`src/rtl/mux_2_arbiter.sv`:
```
// Purpose : round-robin owner of a shared 2:1 data mux feeding one valid/ready sink.
// Latency : grant one edge after a request in IDLE; then one beat per cycle, zero-bubble switch-over.
// Backpres: out_ready low stalls the owner's beat; the grant and beat count hold until it is accepted.
//
// Ports:
//   clk, reset            - rising-edge clock, asynchronous active-high reset
//   req_0/data_0/ack_0    - requester 0: beat request, beat data, beat accepted this cycle
//   req_1/data_1/ack_1    - requester 1: same as requester 0
//   out_valid/out_data    - beat towards the sink; out_data is always the mux output
//   out_ready             - sink accepts the beat this cycle
//   select                - registered mux select (1 = requester 1)
//   busy                  - a grant is held
//
// Build option: define MUX_ARB_BURST_LIMIT_EN to cap each grant at MAX_BURST accepted
// beats. Without it MAX_BURST is ignored and the owner keeps the mux until its
// request drops.
module mux_2_arbiter #(
    parameter int WIDTH     = 8,
    parameter int MAX_BURST = 4
) (
    input  logic             clk,
    input  logic             reset,
    input  logic             req_0,
    input  logic [WIDTH-1:0] data_0,
    output logic             ack_0,
    input  logic             req_1,
    input  logic [WIDTH-1:0] data_1,
    output logic             ack_1,
    output logic             out_valid,
    output logic [WIDTH-1:0] out_data,
    input  logic             out_ready,
    output logic             select,
    output logic             busy
);

    typedef enum logic [1:0] {
        IDLE  = 2'd0,
        OWN_0 = 2'd1,
        OWN_1 = 2'd2
    } state_t;

    localparam logic [7:0] MAX_BURST_C = 8'(MAX_BURST);

    state_t     state;
    state_t     state_nxt;
    logic       select_nxt;
    logic       last;
    logic       last_nxt;
    logic [7:0] cnt;
    logic [7:0] cnt_nxt;

    logic       own_id;     // which requester the current OWN state belongs to
    logic       own_req;
    logic       other_req;
    logic       accept;     // owner's beat accepted this cycle
    logic       limit_hit;  // this acceptance completes the burst
    logic [7:0] cnt_inc;
    logic       release_grant;

    assign own_id    = (state == OWN_1);
    assign own_req   = own_id ? req_1 : req_0;
    assign other_req = own_id ? req_0 : req_1;
    assign accept    = (state != IDLE) && own_req && out_ready;

`ifdef MUX_ARB_BURST_LIMIT_EN
    // cnt only ever reaches MAX_BURST-1 before the grant is recycled, so no wrap.
    assign limit_hit = accept && ((cnt + 8'd1) == MAX_BURST_C);
    assign cnt_inc   = cnt + 8'd1;
`else
    logic unused_max_burst;
    assign unused_max_burst = ^MAX_BURST_C;
    assign limit_hit = 1'b0;
    assign cnt_inc   = (cnt == 8'hFF) ? cnt : cnt + 8'd1;
`endif

    assign release_grant = !own_req || limit_hit;

    // Outputs are decoded from the registered state so reset clears them at once.
    assign ack_0     = (state == OWN_0) && req_0 && out_ready;
    assign ack_1     = (state == OWN_1) && req_1 && out_ready;
    assign out_valid = ((state == OWN_0) && req_0) || ((state == OWN_1) && req_1);
    assign busy      = (state != IDLE);
    assign out_data  = select ? data_1 : data_0;

    always_comb begin
        state_nxt  = state;
        select_nxt = select;
        last_nxt   = last;
        cnt_nxt    = cnt;
        case (state)
            IDLE: begin
                // On a tie, requester 0 wins only if requester 1 was served last.
                if (req_0 && (!req_1 || last)) begin
                    state_nxt  = OWN_0;
                    select_nxt = 1'b0;
                    last_nxt   = 1'b0;
                    cnt_nxt    = 8'd0;
                end else if (req_1) begin
                    state_nxt  = OWN_1;
                    select_nxt = 1'b1;
                    last_nxt   = 1'b1;
                    cnt_nxt    = 8'd0;
                end
            end
            OWN_0, OWN_1: begin
                if (release_grant) begin
                    if (other_req) begin
                        // Hand straight over to the waiting side, no IDLE bubble.
                        state_nxt  = own_id ? OWN_0 : OWN_1;
                        select_nxt = ~own_id;
                        last_nxt   = ~own_id;
                        cnt_nxt    = 8'd0;
                    end else if (own_req) begin
                        // Burst limit hit with nobody waiting: start a fresh burst.
                        cnt_nxt = 8'd0;
                    end else begin
                        // Select keeps its value through IDLE.
                        state_nxt = IDLE;
                    end
                end else if (accept) begin
                    cnt_nxt = cnt_inc;
                end
            end
            default: begin
                state_nxt = IDLE;
            end
        endcase
    end

    always_ff @(posedge clk or posedge reset) begin
        if (reset) begin
            state  <= IDLE;
            select <= 1'b0;
            last   <= 1'b1;
            cnt    <= 8'd0;
        end else begin
            state  <= state_nxt;
            select <= select_nxt;
            last   <= last_nxt;
            cnt    <= cnt_nxt;
        end
    end

endmodule

```
`config.mk`:
```
export PLATFORM = sky130hd
export DESIGN_NAME = mux_2_arbiter
export DESIGN_NICKNAME = d
export VERILOG_FILES = /design/src/rtl/mux_2_arbiter.sv
export SDC_FILE = /design/constraint.sdc
export NUM_CORES = 1
export LEC_CHECK = 0
export ABC_CLOCK_PERIOD_IN_PS = 2200
export BUFFER_PORTS_ARGS = -buffer_cell sky130_fd_sc_hd__buf_2
export CAP_MARGIN = 10
export CORE_AREA = 2 2 39 41
export DETAILED_ROUTE_END_ITERATION = 6
export DIE_AREA = 0 0 41 43
export GPL_ROUTABILITY_DRIVEN = 0
export GPL_TIMING_DRIVEN = 0
export PLACE_DENSITY = 0.69
export SLEW_MARGIN = 20
export SYNTH_ARGS = -nofsm -noshare
export SYNTH_HDL_FRONTEND = slang
export SYNTH_SLANG_ARGS = --single-unit
```
`constraint.sdc`:
```
create_clock -name clk -period 2.2 [get_ports clk]
set_clock_uncertainty 0.1 [all_clocks]
set_input_delay 0.33 -clock clk [delete_from_list [all_inputs] [get_ports clk]]
set_output_delay 0.33 -clock clk [all_outputs]
set_load 0.02 [all_outputs]
```
### Word level (Yosys, flattened, before mapping)

Index checks and enable logic that the tools add are counted.

| cells by class | value |
|---|---|
| multiplexer cells | 14 |
| bitwise gates (word level) | 1 |
| equal/unequal tests | 5 |
| reduce and logical (&&, ||, !) cells | 14 |

Operator list:

| cell | count |
|---|---|
| two-way mux 2 bit | 5 |
| two-way mux 8 bit | 1 |
| two-way mux 1 bit | 6 |
| logical AND 1 bit | 5 |
| != test 2 bit (second input constant) | 2 |
| case mux 2 bit (2 select lines) | 1 |
| AND reduction 4 bit | 1 |
| nonzero test 2 bit | 2 |
| != test 3 bit (second input constant) | 1 |
| == test 2 x 1 -> 1 bit (second input constant) | 1 |
| == test 2 bit (second input constant) | 1 |
| logical NOT 2 bit | 1 |
| logical OR 1 bit | 2 |
| case mux 1 bit (2 select lines) | 1 |
| AND reduction 2 bit | 1 |
| OR reduction 2 bit | 1 |
| logical NOT 1 bit | 1 |
| inverter 1 bit | 1 |

| word-level totals | value |
|---|---|
| input port bits | 21 |
| register bits after elaboration | 4 |

### Depth between registers and ports, before layout

| logic depth | value |
|---|---|
| depth after elaboration | 5 |
| depth in mapped cells | 6 |
| mapped depth without buffers | 6 |

### Least setup slack after synthesis

Ideal clock, no wire load.

| timing path | value |
|---|---|
| path kind | register -> register |
| start point | reg state[0] |
| end point | reg last |
| setup time | 0.079 ns |
| arrival time | 1.369 ns |
| data required time | 2.021 ns |
| path buffers | 0 |
| setup slack | 0.652 ns |
| period minus slack after synthesis | 1.548 ns |
| cell stages (with the launch flop) | 7 |
| cell sequence | dfrtp_1 > inv_1 > ha_1 > or2b_2 > a21oi_1 > o21ai_0 > o21ai_0 |

| on the way | value |
|---|---|
| longest elaborated chain between the ends | 5 |
| elaborated cells between the ends (all ways) | 15 |
| those cells by class | eq/ne: 5; mux: 5; bitwise: 1; reduce/logical: 4 |

RTL lines:

| element | RTL line | text |
|---|---|---|
| start, declared | 44 | `state_t state;` |
| start signal, assigned | 137 | `state <= state_nxt;` |
| == test 2 bit | 60, 90 |  |
| inverter 1 bit | 111 | `last_nxt = ~own_id;` |
| two-way mux 1 bit | 107 | `if (other_req) begin` |
| two-way mux 1 bit | 106 | `if (release_grant) begin` |
| case mux 1 bit (2 select lines) | 90 | `case (state)` |
| end signal, assigned | 139 | `last <= last_nxt;` |
| end, declared | 47 | `logic last;` |

Parallel ways exist; a longest one is shown, timed or not. The select of a mux whose other input is x is not followed.
A chain may end at the register's enable or synchronous reset.

### Final worst setup path

| timing path | value |
|---|---|
| start point | reg state[0] |
| end point | out ack_1 |

| on the way | value |
|---|---|
| longest elaborated chain between the ends | 3 |

RTL lines:

| element | RTL line | text |
|---|---|---|
| == test 2 bit | 80 | `assign ack_1 = (state == OWN_1) && req_1 && out_ready;` |
| logical AND 1 bit (2 in series) | 80 |  |
| end, declared | 28 | `output logic ack_1,` |

Every way passes these cells.

==> flow_summary.toml <==
[synth]
netlist_area_um2 = 490
synth.avg_cell_area_um2 = 9.81
ys_types = 23
synthAdderAreaFrac_pct = 12.8
synth_edf_count = 0
synth_top_family_by_area = "multiplexers"
async_reset_ff_share_pct = 100
yosys-top-cells-area = "mux2_2, dfrtp_1, ha_1"
syn-num-nets = 76
ys_warn_count = 0
yosysMostFrequentCell = "mux2_2"
muxShareOfSynthArea_pct = 22.7
synth_simple_gate_area_share_pct = 15.8
synth-compound-area-share_pct = 18.9
ys.flop_type = "dfrtp_1"
ys_seq_elements = 4
synth_xor_area_share_pct = 0
yosysTopAreaCellShare_pct = 20.7
synth_top_cell_by_area = "mux2_2"
yosysSeqAreaShare_pct = 20.7
yosys-top-cells-count = "mux2_2, o21ai_0, inv_1"
netlist_instances = 50

[cts]
ctsResizeCount = 0
clk_pin_slew_ns = 0.04
clk_latency_ns = 0.23
cts_tree = "yes"
cts.htree.levels = 1
cts_buffers = 3
cts_setup_buffers = 0
clock_path_buffers = 2
ctsHoldBuffers = 1
cts_sinks = 4
clk_root_buffer_cell = "clkbuf_4"

[timing]
fin_crit_sh_pct = 82.4
tns_ns = 0
fmax_ghz = 0.551
min_period_ns = 1.81
grt_setup_unrepaired = "false"
finalWorstSetupSlack_ns = 0.386
worst_slew_pin_slew_ns = 0.234
drv_slew = 0
slew_headroom_pct = 84.2
setup_viol = 0
hold_violations = 0

[status]
status = "finished clean"

[worst_setup_path]
reg2reg_slack_ns = 0.48
arrival_ns = 1.38
cp_data_required_time_ns = 1.77
timing.rr.start = "state[0]"
crit_path_end_kind = "output port"
r2r_end = "last"
crit_fanout = 7
critPathLaunch = "state[0]"
cp-start-kind = "flip-flop"
rr_worst_depth = 6
worstSetupPathType = "flip-flop to output port"

[pwr]
power.density_nw_per_um2 = 1230
irDropWorstVdd_v = 0.000659
leakage_nw = 0.388

[layout]
drive_gt1_share_pct = 58.6
antenna_cells = 0
syn_to_final_growth_pct = 44.1
fill_cells = 144
nets = 114

[floorplanning]
die_w_um = 41
die_h_um = 43
num_rows = 14
pin_count = 34
initial_core_util_pct = 35.4
core-area_um2 = 1380
die-area_um2 = 1760

[routing]
drc = 0
first_pass_iters = 1
ant_nets = 0
vias = 493
routed_via_density = 4.79
routed_wl_mm = 1.09
wl_per_cell_um = 10.6
drt_iter0_drc = 0

[job]
cap_viol_max_count = 0

[global_routing]
antenna_found_initial = 0
grt_max_degree = 11
grt_pass1_wl_mm = 1.71
track_usage_pct = 14.1
overflow = 0
grt_pass1_vias = 451

[min_path]
hold_path_class = "primary input to flip-flop"
hold_end = "state[0]"
worstHoldPathCells = 3
worstHoldStart = "req_0"

[placement]
place_ws_ns = 0.486
hpwl_um = 897
port_buffers = 32
-- state kept, by name, summed over array words and instances (netlist names) --
register  cells
state         2
select        1
last          1
-- layout by cell type, fill, tap and decap left out, types with 2 or more instances in the layout --
cell      instances
o21ai_0           7
mux2_2            9
inv_1             6
nor4b_1           2
ha_1              5
clkbuf_4          3
dfrtp_1           3
buf_2            32
buf_6             2
-- worst max-delay path: stages, from the launching register on --
cell and delay, ns:
dfrtp_1 0.40, inv_1 0.12, ha_1 0.29, and3_1 0.19
buf_2 0.15
-- worst max path at each step --
stage | end | slack [ns] | depth (start not counted)
floorplan | last | 0.65 | 6
detailed placement | select | 0.49 | 6
CTS | ack_1 | 0.37 | 4
finish | ack_1 | 0.39 | 4
global route | ack_1 | 0.29 | 4
global placement | last | 0.51 | 6
-- through the flow --
stage               hold WS, ns  cell area, um2  cells  total power, mW  utilization [%]
finish                    0.307             707    103            0.872             51.1
global route              0.316             707    103            0.958             51.1
CTS                       0.298             707    103            0.885             51.1
detailed placement        0.111             671     98            0.780             48.5
global placement          0.111             671     98            0.768             48.5
floorplan              -0.00464             490     50            0.628                -
-- logic make-up (layout without fill, tap and decap cells) --
logic type,count (synthesis),in the layout
DFF,4,4
and+or+nand+nor,10,10
buffers and inverters,8,45
muxes,10,10
AOI/OAI and AO/OA,13,13
adders and majority gates,5,5
-- layout make-up --
class	instances	area, um2	share of cell area, %
Timing Repair Buffer	33	170	24.1
Buffer	2	22.5	3.19
Clock buffer	4	26.3	3.72
Sequential cell	4	101	14.3
Multi-Input combinational cell	38	344	48.7
Inverter	6	22.5	3.19
Tap cell	16	20.0	2.83
-- report_power, final --
group	internal, mW	switching, mW
clock network	0.0680	0.0293
registers	0.119	0.0273
logic	0.288	0.340
-- metal layers --
| metal | wire length, um | vias to the layer above | GRT usage, % | share of wire (%) |
|---|---|---|---|---|
| li1 | - | 257 | - | - |
| met1 | 432 | 210 | 15.6 | 40 |
| met2 | 535 | 26 | 23.1 | 49 |
| met3 | 120 | 0 | 3.14 | 11 |
| met4 | 0 | 0 | 8.00 | 0 |
| met5 | 0 | - | 0 | 0 |
Note: power is estimated with default switching activity, not from simulation.
